===== src/rtl/mem_ctrl_pkg.sv =====
// Shared types and constants for the read/write data-memory controller.
// Holds the arbiter FSM state type, the port-index type and the address
// window served by the 96x8 memory (0x80..0xDF).
package mem_ctrl_pkg;

  typedef enum logic [1:0] {
    IDLE   = 2'd0,
    ACCESS = 2'd1,
    RESP   = 2'd2
  } state_t;

  // Index of a requesting port (0 = CPU load/store, 1 = I/O/DMA).
  typedef logic port_idx_t;

  localparam logic [7:0] RW_BASE = 8'd128;
  localparam logic [7:0] RW_LAST = 8'd223;

  // Unsigned window test used for both the write enable and the error flag.
  function automatic logic addr_in_range(input logic [7:0] addr,
                                         input logic [7:0] base,
                                         input logic [7:0] last);
    return (addr >= base) && (addr <= last);
  endfunction

endpackage


===== src/rtl/rw_mem_arbiter_rr_arb2.sv =====
// rr_arb2: combinational two-way winner selection.
// Build option RW_ARB_FIXED_PRIO_EN: when defined, port 0 always wins and
// no last-winner input exists; otherwise round-robin on the pointer held
// by the parent.
module rr_arb2
  import mem_ctrl_pkg::*;
(
  input  logic      req0,
  input  logic      req1,
`ifndef RW_ARB_FIXED_PRIO_EN
  input  port_idx_t last_winner,
`endif
  output port_idx_t grant
);

`ifdef RW_ARB_FIXED_PRIO_EN
  // Port 0 first; with no request at all the value is ignored by the parent.
  assign grant = req0 ? 1'b0 : req1;
`else
  // A lone requester wins; on a tie the port that lost last time wins.
  assign grant = (req0 && req1) ? ~last_winner : ~req0;
`endif

endmodule


===== src/rtl/rw_mem_arbiter.sv =====
// rw_mem_arbiter: shares the single port of the 96x8 read/write data memory
// between the CPU load/store path (port 0) and the I/O/DMA path (port 1).
// Each transaction runs IDLE -> ACCESS -> RESP, one memory operation each.
// Build option RW_ARB_FIXED_PRIO_EN selects fixed priority (port 0 first)
// instead of the default round-robin arbitration.
module rw_mem_arbiter
  import mem_ctrl_pkg::*;
#(
  parameter logic [7:0] RW_BASE = mem_ctrl_pkg::RW_BASE,
  parameter logic [7:0] RW_LAST = mem_ctrl_pkg::RW_LAST
)(
  input  logic       clk,
  input  logic       reset_n,
  input  logic       req0,
  input  logic       req1,
  input  logic       we0,
  input  logic       we1,
  input  logic [7:0] addr0,
  input  logic [7:0] addr1,
  input  logic [7:0] wdata0,
  input  logic [7:0] wdata1,
  output logic       done0,
  output logic       done1,
  output logic       err0,
  output logic       err1,
  output logic [7:0] rdata0,
  output logic [7:0] rdata1,
  output logic [7:0] mem_address,
  output logic       mem_WE,
  output logic [7:0] mem_data_in,
  input  logic [7:0] mem_data_out
);

  state_t     r_state;
  state_t     w_state_next;
  logic       r_we;
  logic [7:0] r_addr;
  logic [7:0] r_wdata;
  port_idx_t  r_winner;
  port_idx_t  w_grant;
  logic       w_take;
  logic       w_in_range;

`ifndef RW_ARB_FIXED_PRIO_EN
  port_idx_t  r_last;
`endif

  rr_arb2 u_arb (
    .req0        (req0),
    .req1        (req1),
`ifndef RW_ARB_FIXED_PRIO_EN
    .last_winner (r_last),
`endif
    .grant       (w_grant)
  );

  // Range of the latched address; gates the write strobe and drives err.
  assign w_in_range  = addr_in_range(r_addr, RW_BASE, RW_LAST);
  assign mem_address = r_addr;
  assign mem_data_in = r_wdata;

  // Next-state and all state-decoded outputs; requests only steer w_take.
  always_comb begin
    w_state_next = r_state;
    w_take       = 1'b0;
    mem_WE       = 1'b0;
    done0        = 1'b0;
    done1        = 1'b0;
    err0         = 1'b0;
    err1         = 1'b0;
    rdata0       = 8'h00;
    rdata1       = 8'h00;
    case (r_state)
      IDLE: begin
        if (req0 || req1) begin
          w_take       = 1'b1;
          w_state_next = ACCESS;
        end
      end
      ACCESS: begin
        mem_WE       = r_we && w_in_range;
        w_state_next = RESP;
      end
      RESP: begin
        if (r_winner == 1'b0) begin
          done0  = 1'b1;
          err0   = !w_in_range;
          rdata0 = (w_in_range && !r_we) ? mem_data_out : 8'h00;
        end else begin
          done1  = 1'b1;
          err1   = !w_in_range;
          rdata1 = (w_in_range && !r_we) ? mem_data_out : 8'h00;
        end
        w_state_next = IDLE;
      end
      default: w_state_next = IDLE;
    endcase
  end

  // State register plus capture of the winning request at the grant edge.
  always_ff @(posedge clk or negedge reset_n) begin
    if (!reset_n) begin
      r_state  <= IDLE;
      r_we     <= 1'b0;
      r_addr   <= 8'h00;
      r_wdata  <= 8'h00;
      r_winner <= 1'b0;
    end else begin
      r_state <= w_state_next;
      if (w_take) begin
        r_winner <= w_grant;
        r_we     <= w_grant ? we1    : we0;
        r_addr   <= w_grant ? addr1  : addr0;
        r_wdata  <= w_grant ? wdata1 : wdata0;
      end
    end
  end

`ifndef RW_ARB_FIXED_PRIO_EN
  // Last-winner pointer moves only on a grant; port 0 wins the first tie.
  always_ff @(posedge clk or negedge reset_n) begin
    if (!reset_n) begin
      r_last <= 1'b1;
    end else if (w_take) begin
      r_last <= w_grant;
    end
  end
`endif

endmodule


===== config.mk =====
export PLATFORM = sky130hd
export DESIGN_NAME = rw_mem_arbiter
export DESIGN_NICKNAME = d
export VERILOG_FILES = /design/src/rtl/mem_ctrl_pkg.sv /design/src/rtl/rw_mem_arbiter_rr_arb2.sv /design/src/rtl/rw_mem_arbiter.sv
export SDC_FILE = /design/constraint.sdc
export NUM_CORES = 1
export LEC_CHECK = 0
export BUFFER_PORTS_ARGS = -buffer_cell sky130_fd_sc_hd__buf_2
export CORE_MARGIN = 2
export CORE_UTILIZATION = 40
export CTS_BUF_LIST = sky130_fd_sc_hd__clkbuf_8 sky130_fd_sc_hd__clkbuf_16
export CTS_CLUSTER_DIAMETER = 80
export DETAILED_ROUTE_END_ITERATION = 10
export GPL_ROUTABILITY_DRIVEN = 1
export PLACE_DENSITY = 0.8
export SLEW_MARGIN = 20
export SYNTH_ARGS = -nofsm -noshare
export SYNTH_HDL_FRONTEND = slang
export SYNTH_HIERARCHICAL = 1
export SYNTH_SLANG_ARGS = --single-unit
export TNS_END_PERCENT = 100

===== constraint.sdc =====
create_clock -name clk -period 1.8 [get_ports clk]
set_input_delay 0.27 -clock clk [delete_from_list [all_inputs] [get_ports clk]]
set_output_delay 0.27 -clock clk [all_outputs]
set_load 0.02 [all_outputs]

==> results.json <==
{
  "cts_root_buf": "clkbuf_8",
  "slowest_stage": "dfrtp_1",
  "area_growth_pct": 50.8,
  "worstMarginPinSlew_ns": 0.451,
  "fin_nets": 233,
  "yosys_warnings": 6,
  "place.gp.congestion": 0.736,
  "clk_pin_slew_ns": 0.08,
  "critPathMaxFanout": 8,
  "period_needed_ns": 1.82,
  "critical_path_class": "reg2out",
  "cp_cell_sequence": "a21bo_4 > nor3_4 > and2_1 > buf_6",
  "drt-vias-per-instance": 4.98,
  "port-buffer-count": 82,
  "failed_checks": "setup timing",
  "antenna_found_initial": 0,
  "rsz0062_at_grt": "yes",
  "grt_max_degree": 22,
  "grt_pass1_wl_mm": 4.64,
  "crit_path_start": "mem_address[6]",
  "htree_num_levels": 1,
  "clock_latency_ns": 0.26,
  "outcome": "complete, but fails checks",
  "cts_tree": "yes",
  "finalSetupViolCount": 1,
  "clk_path_buf_depth": 2,
  "die_h_um": 59.6,
  "slowest_delay_ns": 0.42,
  "vias": 1091,
  "yosysSeqAreaShare": 0.426,
  "first_pass_iters": 5,
  "wl_per_cell_um": 14.1,
  "fin_skew_ns": 0.00319,
  "drive_gt1_frac": 0.769,
  "syn_inst": 92,
  "r2r_slack_ns": 0.15,
  "first_global_vias": 1099,
  "synth_area_um2": 1240,
  "worst-endpoint-arrival_ns": 1.55,
  "overflow": 0,
  "required_ns": 1.53,
  "grt.total_usage": 0.177,
  "wl_mm": 3.08,
  "finalCritPeriodShare": 1.01,
  "p_per_area_nw_per_um2": 1460,
  "drt_iter0_markers": 13,
  "cts.sinks": 21,
  "worstHoldPathType": "in2reg",
  "power.leakage_nw": 1.03,
  "relSlewSlack": 0.700,
  "worstSetupStartpointType": "flip-flop",
  "synth_cell_types": 19,
  "io_pins": 83,
  "rows": 20,
  "max_freq_ghz": 0.550,
  "drv_slew": 0,
  "numCtsBuffers": 3,
  "reg2reg_from": "r_state[0]",
  "ant_nets": 0,
  "hold_depth": 3,
  "antenna_cells": 0,
  "critPathCaptureType": "primary output",
  "start_util": 0.412,
  "core_area_um2": 3000,
  "syn_avg_cell_area_um2": 13.5,
  "rr_worst_depth": 5,
  "hpwlAfterDp_mm": 2.45,
  "setup_tns_ns": -0.0185,
  "synth_seq_cells": 21,
  "reg2reg_to": "r_last",
  "irDropWorstVdd_mv": 0.824,
  "syn_nets": 138,
  "drc": 0,
  "p_total_w": 0.00273,
  "hold_viol_final": 0,
  "die_w_um": 59.6,
  "crit_end": "rdata1[1]",
  "setup_slack_ns": -0.0185,
  "cap_violations": 0,
  "dieArea_um2": 3550
}
[through the flow]
stage	std cells	cell area [um^2]	hold WS, ns	worst slack (ns)	util
2_1_floorplan	92	1240	-0.0256	0.283	-
5_1_grt	219	1870	0.363	-0.0943	0.621
6_report	219	1870	0.364	-0.0185	0.621
3_5_place_dp	207	1680	0.247	0.214	0.559
4_1_cts	214	1760	0.358	-0.00901	0.587
3_3_place_gp	207	1680	0.240	0.267	0.559
[synth_stat cells]
library cell | n | area [um^2]
nor2_1 | 3 | 11.3
nor3_2 | 1 | 10.0
inv_1 | 2 | 7.51
and2_1 | 9 | 56.3
and3_1 | 9 | 56.3
dfrtp_1 | 20 | 500
nor2b_1 | 1 | 6.26
nor3b_2 | 1 | 12.5
mux2_4 | 16 | 240
mux2_2 | 20 | 225
a21boi_0 | 1 | 7.51
nor3_1 | 1 | 5.00
a21bo_2 | 1 | 10.0
buf_6 | 1 | 11.3
o21ai_2 | 1 | 8.76
nand3b_1 | 1 | 7.51
buf_12 | 1 | 20.0
buf_4 | 2 | 15.0
dfstp_2 | 1 | 26.3
[flip-flops by register name, indices dropped and copies added (netlist names)]
signal / flops
r_we: 1
r_last: 1
mem_address: 8
r_winner: 1
r_state: 2
mem_data_in: 8
[worst min path at each step]
stage,start,to
2_1_floorplan,reset_n,mem_address[0]
3_3_place_gp,reset_n,mem_data_in[3]
6_report,wdata0[4],mem_data_in[4]
4_1_cts,wdata0[4],mem_data_in[4]
3_5_place_dp,reset_n,mem_address[3]
5_1_grt,wdata0[5],mem_data_in[5]
[layer usage]
layer,vias up,global-route usage,share of wire
met5,-,0,0
met4,0,0.0571,0.0042
met3,2,0.0349,0.096
met2,73,0.353,0.53
met1,504,0.180,0.37
li1,512,-,-
[kinds of logic after synthesis]
| kind of cell | count (synthesis) | synth area share |
|---|---|---|
| compound gates | 3 | 0.0212 |
| buf+inv | 6 | 0.0435 |
| flops | 21 | 0.426 |
| mux | 36 | 0.376 |
| simple gates | 26 | 0.133 |
[power by group]
group	total, W	internal [W]	switching, W
clock	0.000302	0.000154	0.000148
combinational	0.00153	0.000794	0.000739
sequential	0.000896	0.000722	0.000173
[cell type report]
class | instances | area (um^2)
Fill cell | 247 | 1140
Multi-Input combinational cell | 65 | 691
Timing Repair Buffer | 94 | 553
Sequential cell | 21 | 527
Clock buffer | 3 | 41.3
Tap cell | 33 | 41.3
Inverter | 2 | 7.51
Clock inverter | 1 | 5.00
[cell usage in the layout (no fill, tap or decap)]
cell type	Yosys	layout
dlygate4sd3_1	0	1
and2_1	9	6
buf_6	1	8
a21boi_0	1	1
and2_4	0	3
clkinv_2	0	1
nor3_4	0	1
nor2_1	3	2
inv_1	2	2
buf_2	0	74
clkbuf_8	0	3
a21bo_4	0	1
dfrtp_1	20	20
nand3b_1	1	1
and3_1	9	9
nor2_2	0	1
nor2b_1	1	1
buf_4	2	11
nor3b_4	0	1
mux2_4	16	16
o21ai_2	1	1
nor3_2	1	1
mux2_2	20	20
dfstp_2	1	1
[worst max-delay path: cells and delay by family (launching register included)]
| kind | cells | cell delay, ns |
|---|---|---|
| AO/OA/AOI/OAI | 1 | 0.25 |
| buffers and inverters | 1 | 0.13 |
| flip-flops | 1 | 0.42 |
| AND/OR/NAND/NOR | 2 | 0.50 |
[what timing repair did]
item | CTS | global route
pin swaps | 1 | 9
hold endpoints to repair | 20 | 0
hold buffers | 1 | 0
setup endpoints to repair | 16 | 17
gates resized for setup | 4 | 19
setup buffers | 2 | 5
(Power assumes the default switching activity.)
